File: config.mk
export PLATFORM = sky130hd
export DESIGN_NAME = reaction_ctrl_flat
export DESIGN_NICKNAME = d
export VERILOG_FILES = /design/src/rtl/reaction_ctrl_if.sv /design/src/rtl/reaction_ctrl.sv /design/src/flat_wrapper.sv
export SDC_FILE = /design/constraint.sdc
export NUM_CORES = 1
export LEC_CHECK = 0
export CORE_MARGIN = 2
export CORE_UTILIZATION = 54
export CTS_BUF_LIST = sky130_fd_sc_hd__clkbuf_2 sky130_fd_sc_hd__clkbuf_4 sky130_fd_sc_hd__clkbuf_8
export DETAILED_ROUTE_END_ITERATION = 16
export GPL_TIMING_DRIVEN = 0
export PLACE_DENSITY = 0.84
export SYNTH_ARGS = -nofsm -noshare
export SYNTH_HDL_FRONTEND = slang
export SYNTH_SLANG_ARGS = --single-unit
File: constraint.sdc
create_clock -name clk -period 3.05 [get_ports clk]
set_input_delay 0.61 -clock clk [delete_from_list [all_inputs] [get_ports clk]]
set_output_delay 0.61 -clock clk [all_outputs]
set_load 0.005 [all_outputs]
File: src/rtl/reaction_ctrl_if.sv
// Bus bundle for reaction_ctrl: the player-facing controls and the round/result outputs.
// Exposes a master view for the driver and a slave view for the controller.
interface reaction_ctrl_if #(
   parameter int unsigned N_PLAYERS = 2,
   parameter int unsigned CNT_W     = 16
);
   localparam int unsigned WIN_W = (N_PLAYERS > 1) ? $clog2(N_PLAYERS) : 1;

   logic                 tick;
   logic                 start_n;
   logic [N_PLAYERS-1:0] stop_n;
   logic                 clear;
   logic [CNT_W-1:0]     delay;
   logic [2:0]           state;
   logic [CNT_W-1:0]     rt;
   logic [WIN_W-1:0]     winner;
   logic                 timeout;
   logic [CNT_W-1:0]     best;
   logic                 new_best;

   modport master (
      output tick, start_n, stop_n, clear, delay,
      input  state, rt, winner, timeout, best, new_best
   );

   modport slave (
      input  tick, start_n, stop_n, clear, delay,
      output state, rt, winner, timeout, best, new_best
   );
endinterface

File: src/rtl/reaction_ctrl.sv
// Multi-player reaction-time game controller: random-ish countdown, foul detection,
// reaction timing with timeout, and a best-time record kept until reset.
module reaction_ctrl #(
   parameter int unsigned N_PLAYERS = 2,
   parameter int unsigned CNT_W     = 16,
   parameter int unsigned TIMEOUT   = 2000
) (
   input logic             clk,
   input logic             reset,
   reaction_ctrl_if.slave  bus
);
   localparam int unsigned WIN_W = (N_PLAYERS > 1) ? $clog2(N_PLAYERS) : 1;
   localparam logic [CNT_W-1:0] RT_LAST = CNT_W'(TIMEOUT - 1);

   typedef enum logic [2:0] {
      StIdle      = 3'd0,
      StCountdown = 3'd1,
      StReaction  = 3'd2,
      StDisplay   = 3'd3,
      StFoul      = 3'd4
   } state_e;

   state_e           state_q, state_d;
   logic [CNT_W-1:0] cnt_q, cnt_d;
   logic [CNT_W-1:0] rt_q, rt_d;
   logic [WIN_W-1:0] winner_q, winner_d;
   logic             timeout_q, timeout_d;
   logic [CNT_W-1:0] best_q, best_d;
   logic             new_best_q, new_best_d;

   logic             any_press;
   logic [WIN_W-1:0] press_idx;

   // Scan high to low so the lowest pressed index is the one left standing.
   always_comb begin
      any_press = 1'b0;
      press_idx = '0;
      for (int i = N_PLAYERS - 1; i >= 0; i--) begin
         if (!bus.stop_n[i]) begin
            any_press = 1'b1;
            press_idx = WIN_W'(i);
         end
      end
   end

   always_comb begin
      state_d    = state_q;
      cnt_d      = cnt_q;
      rt_d       = rt_q;
      winner_d   = winner_q;
      timeout_d  = timeout_q;
      best_d     = best_q;
      new_best_d = 1'b0;
      case (state_q)
         StIdle: begin
            if (!bus.start_n) begin
               state_d   = StCountdown;
               cnt_d     = bus.delay;
               rt_d      = '0;
               timeout_d = 1'b0;
               winner_d  = '0;
            end
         end
         StCountdown: begin
            if (any_press) begin
               state_d  = StFoul;
               winner_d = press_idx;
            end else if (cnt_q == '0) begin
               if (bus.start_n) state_d = StReaction;
            end else if (bus.tick) begin
               cnt_d = cnt_q - 1'b1;
            end
         end
         StReaction: begin
            // A press beats both the tick and the timeout in the same cycle.
            if (any_press) begin
               state_d  = StDisplay;
               winner_d = press_idx;
               if (rt_q < best_q) begin
                  best_d     = rt_q;
                  new_best_d = 1'b1;
               end
            end else if (bus.tick) begin
               rt_d = rt_q + 1'b1;
               if (rt_q == RT_LAST) begin
                  state_d   = StDisplay;
                  timeout_d = 1'b1;
                  winner_d  = '0;
               end
            end
         end
         StDisplay, StFoul: begin
            if (bus.clear) state_d = StIdle;
         end
         default: state_d = StIdle;
      endcase
   end

   always_ff @(posedge clk or posedge reset) begin
      if (reset) begin
         state_q    <= StIdle;
         cnt_q      <= '0;
         rt_q       <= '0;
         winner_q   <= '0;
         timeout_q  <= 1'b0;
         best_q     <= '1;
         new_best_q <= 1'b0;
      end else begin
         state_q    <= state_d;
         cnt_q      <= cnt_d;
         rt_q       <= rt_d;
         winner_q   <= winner_d;
         timeout_q  <= timeout_d;
         best_q     <= best_d;
         new_best_q <= new_best_d;
      end
   end

   assign bus.state    = state_q;
   assign bus.rt       = rt_q;
   assign bus.winner   = winner_q;
   assign bus.timeout  = timeout_q;
   assign bus.best     = best_q;
   assign bus.new_best = new_best_q;

endmodule
File: src/flat_wrapper.sv
// flat-port wrapper written by rule: the top's interface ports become plain ports
module reaction_ctrl_flat 
#(
   parameter int unsigned N_PLAYERS = 2,
   parameter int unsigned CNT_W     = 16,
   parameter int unsigned TIMEOUT   = 2000
)
  (clk, reset, bus_tick, bus_start_n, bus_stop_n, bus_clear, bus_delay, bus_state, bus_rt, bus_winner, bus_timeout, bus_best, bus_new_best);
  reaction_ctrl_if #(.N_PLAYERS(N_PLAYERS), .CNT_W(CNT_W)) bus_i ();
  input logic clk;
  input logic reset;
  input wire logic [$bits(bus_i.tick)-1:0] bus_tick;
  input wire logic [$bits(bus_i.start_n)-1:0] bus_start_n;
  input wire logic [$bits(bus_i.stop_n)-1:0] bus_stop_n;
  input wire logic [$bits(bus_i.clear)-1:0] bus_clear;
  input wire logic [$bits(bus_i.delay)-1:0] bus_delay;
  output wire logic [$bits(bus_i.state)-1:0] bus_state;
  output wire logic [$bits(bus_i.rt)-1:0] bus_rt;
  output wire logic [$bits(bus_i.winner)-1:0] bus_winner;
  output wire logic [$bits(bus_i.timeout)-1:0] bus_timeout;
  output wire logic [$bits(bus_i.best)-1:0] bus_best;
  output wire logic [$bits(bus_i.new_best)-1:0] bus_new_best;
  assign bus_i.tick = bus_tick;
  assign bus_i.start_n = bus_start_n;
  assign bus_i.stop_n = bus_stop_n;
  assign bus_i.clear = bus_clear;
  assign bus_i.delay = bus_delay;
  assign bus_state = bus_i.state;
  assign bus_rt = bus_i.rt;
  assign bus_winner = bus_i.winner;
  assign bus_timeout = bus_i.timeout;
  assign bus_best = bus_i.best;
  assign bus_new_best = bus_i.new_best;
  reaction_ctrl #(.N_PLAYERS(N_PLAYERS), .CNT_W(CNT_W), .TIMEOUT(TIMEOUT)) u_core (.clk(clk), .reset(reset), .bus(bus_i));
endmodule
==> run metrics <==
status=completed; Hold EP=u_core.bus.winner$_DFFE_PP0P_; Area Overhead vs Synth=25.0%; CP max FO=10; dpl hpwl=approximately 5.7 mm; first-pass GRT wire length=12.4 mm; max-cap violations=0; GRT Overall Usage=between 20% and 30%; mean post-synth cell area=9.41 µm²; FF+latch count, synth=54; ANT cells=0; crit end category=flip-flop; Vias/cell=5.85; slowest CP cell=dfstp_2; Post-synth ARST share=100%; Worst Path Arrival=between 2 and 3 ns; Design Area, Final=between 0.004 and 0.005 mm²; nets@finish=453; row count=28; routed len/inst=~15 µm; r2r startpoint=u_core.bus.best[15]$_DFFE_PP1P_; layout cell share with drive strength beyond 1=around a tenth; Max Clk Rate=~370 MHz; sequential power share=a little under half; number of synthesized flops with an enable pin=0; worst hold slack=0.489 ns; Crit Path Class=flip-flop to flip-flop; Clk pwr share=about a fifth; Req. time, crit path=~3.3 ns; post-cts sizing count=0; Longest Clk Path Bufs=2; # IOs=61; ys flop type=dfrtp_1; cts hold-fix bufs=0; Lkg Pwr=about 1.7 nW; root buffer cell=clkbuf_8; Synth area leaders=dfrtp_1, dfstp_2, ha_1; CP peak stage delay=between 0.5 and 0.6 ns; worst skew pair latency=0.30 ns; Syn Inst Count=roughly 340; Die Width=just over 80 µm; register area share after synthesis=around 42%; RSZ-0062 raised after global routing=false; DRT Pass-1 Iters=4; Core ar.=0.00585 mm²; Synth area leader=dfrtp_1; Critical Path Start Type=flip-flop; Peak VDD IR=roughly 0.00032 V; Hold Path Origin=u_core.bus.winner$_DFFE_PP0P_; Die H=between 80 and 90 µm; die area=between 0.006 and 0.007 mm²; Final Cycle Share=between 80% and 90%; Internal Pwr Total=1.33 mW; R2R Path End=u_core.bus.best[2]$_DFFE_PP1P_; CP cell instances=inv_1 -> ha_1 -> nand4_1 -> or3_1 -> a221oi_1 -> or4_1 -> buf_6 -> buf_6 -> mux2_4; grt total ovfl=0; cell mode on critical path=buf_6; Switching Share=between 30% and 40%; post-place instance area=around 0.0040 mm²; flop2flop setup slack=0.34 ns; initial antenna violation count=0; Final Max Tran Viols=0; NetSw=0.797 mW; post-synthesis instance area=0.00324 mm²; Mapped Nets=just under 400; slew of the pin with the lowest slew margin=0.876 ns; Placer Congestion=0.905; slew margin rel.=approximately two fifths; clock period minus worst slack=between 2 and 3 ns; Setup Viol. Count Final=0; via count=roughly 2900; final clock skew=about 0.006 ns; Clock Pin Slew Worst Setup and Hold Paths=around 0.090 ns; # H-tree levels=2; IO buf count=60; Pwr Density=524 mW/mm²; worst hold path type=flip-flop to flip-flop; worst r2r path cells=9; number of remaining DRC errors=0; number of global-route vias before repair=around 2700; post-CTS setup buffers=0; Syn. warnings=0; CTS tree=built; top-area cell type share of the netlist area=between 20% and 30%; cts bufs inserted=5; Synth top cells by count=dfrtp_1, a21oi_1, inv_1; drt first-iter violations=213; Hold Path Stages=1; Hold Vio Cnt, Final=0; Comb power frac=34.7%; final wirelength=~7.5 mm; setup TNS=0 ns; largest net degree at the start of global routing=32; Post-DRT Antenna Nets=0; most common cell in the synthesized netlist=dfrtp_1; Sink Count=54; Starting Density=between 50% and 60%; Distinct cells, synth=49
==> per-stage QoR <==
step                      utilization [%]  total power, mW  std cells  worst slack, ns
after floorplan                         -             1.47        344            0.663
after global placement               67.2             1.68        479           0.0821
after detailed placement             67.6             1.71        480           0.0447
after CTS                            69.2             2.13        488            0.347
after global routing                 69.2             2.27        488            0.164
final                                69.2             2.12        488            0.342
==> final cells by class <==
| class | instances | area (µm²) |
|---|---|---|
| clock inverter | 1 | 5.00 |
| buffer | 17 | 88.8 |
| inverter | 27 | 101 |
| fill | 447 | 1800 |
| tap | 75 | 93.8 |
| sequential | 54 | 1370 |
| multi-input combinational | 246 | 1680 |
| clock buffer | 7 | 90.1 |
| timing repair buffer | 61 | 621 |
==> power by group through the flow <==
stage	registers (mW)	logic, mW	clock network, mW
3_5_place_dp	0.980	0.732	0
3_3_place_gp	0.973	0.702	0
2_1_floorplan	0.946	0.525	0
6_report	0.971	0.736	0.416
5_1_grt	0.986	0.830	0.458
4_1_cts	0.967	0.734	0.432
==> flip-flops by register name, summed over array words and instances, names as in the netlist <==
register	count
u_core.bus.state	3
u_core.bus.new_best	1
u_core.bus.timeout	1
u_core.bus.winner	1
u_core.bus.rt	16
u_core.bus.best	16
u_core.cnt_q	16
==> placed cells by master (no fill, tap or decap), types with 4 or more instances in the layout <==
master           instances
a21oi_1                 31
a21o_1                   5
and3_1                   6
clkbuf_8                 6
clkbuf_1                11
nand3_1                 13
nor3_1                  10
o21ai_0                 22
dfstp_2                 16
nand4_1                 16
a211oi_1                 4
nor2_1                  25
mux2_4                   8
dfrtp_1                 38
or3_1                    4
ha_1                    18
nor4_1                   5
xor2_1                  13
inv_1                   26
mux2_1                   6
clkdlybuf4s50_1         60
nand2_1                 17
o22ai_1                  5
==> worst max path at each step <==
stage / from / endpoint / cells past startpoint
detailed placement: bus_stop_n[0] / u_core.bus.best[2]$_DFFE_PP1P_ / 9
finish: u_core.bus.best[15]$_DFFE_PP1P_ / u_core.bus.best[2]$_DFFE_PP1P_ / 9
global placement: bus_stop_n[0] / u_core.bus.best[2]$_DFFE_PP1P_ / 9
floorplan: u_core.bus.best[15]$_DFFE_PP1P_ / u_core.bus.best[0]$_DFFE_PP1P_ / 8
global route: u_core.bus.state[2]$_DFFE_PP0P_ / u_core.cnt_q[7]$_DFFE_PP0P_ / 7
CTS: u_core.bus.best[15]$_DFFE_PP1P_ / u_core.bus.best[2]$_DFFE_PP1P_ / 9
==> cell families after synthesis <==
family | count (synthesis) | share of synthesized area (%)
flip-flops | 54 | 42.3
XOR/XNOR | 14 | 3.79
multiplexers | 17 | 6.76
AO/OA/AOI/OAI | 80 | 14.8
AND/OR/NAND/NOR | 117 | 19.5
adder cells (fa/ha/maj) | 18 | 6.96
buffers and inverters | 44 | 5.87
==> critical path, delay by kind of cell, from the launching register on <==
| kind | cells | cell delay, ns |
|---|---|---|
| compound gates | 1 | 0.31 |
| mux | 1 | 0.31 |
| simple gates | 3 | 0.79 |
| buf+inv | 3 | 0.35 |
| flops | 1 | 0.56 |
| fa+ha+maj | 1 | 0.30 |
==> layer usage <==
metal,track usage [%],vias up,wire length (µm)
met2,42.9,88,3880
met4,8.14,0,112
li1,-,1374,-
met3,2.75,12,358
met1,29.8,1379,3130
met5,0,-,0
Note: power is estimated with default switching activity, not from simulation.
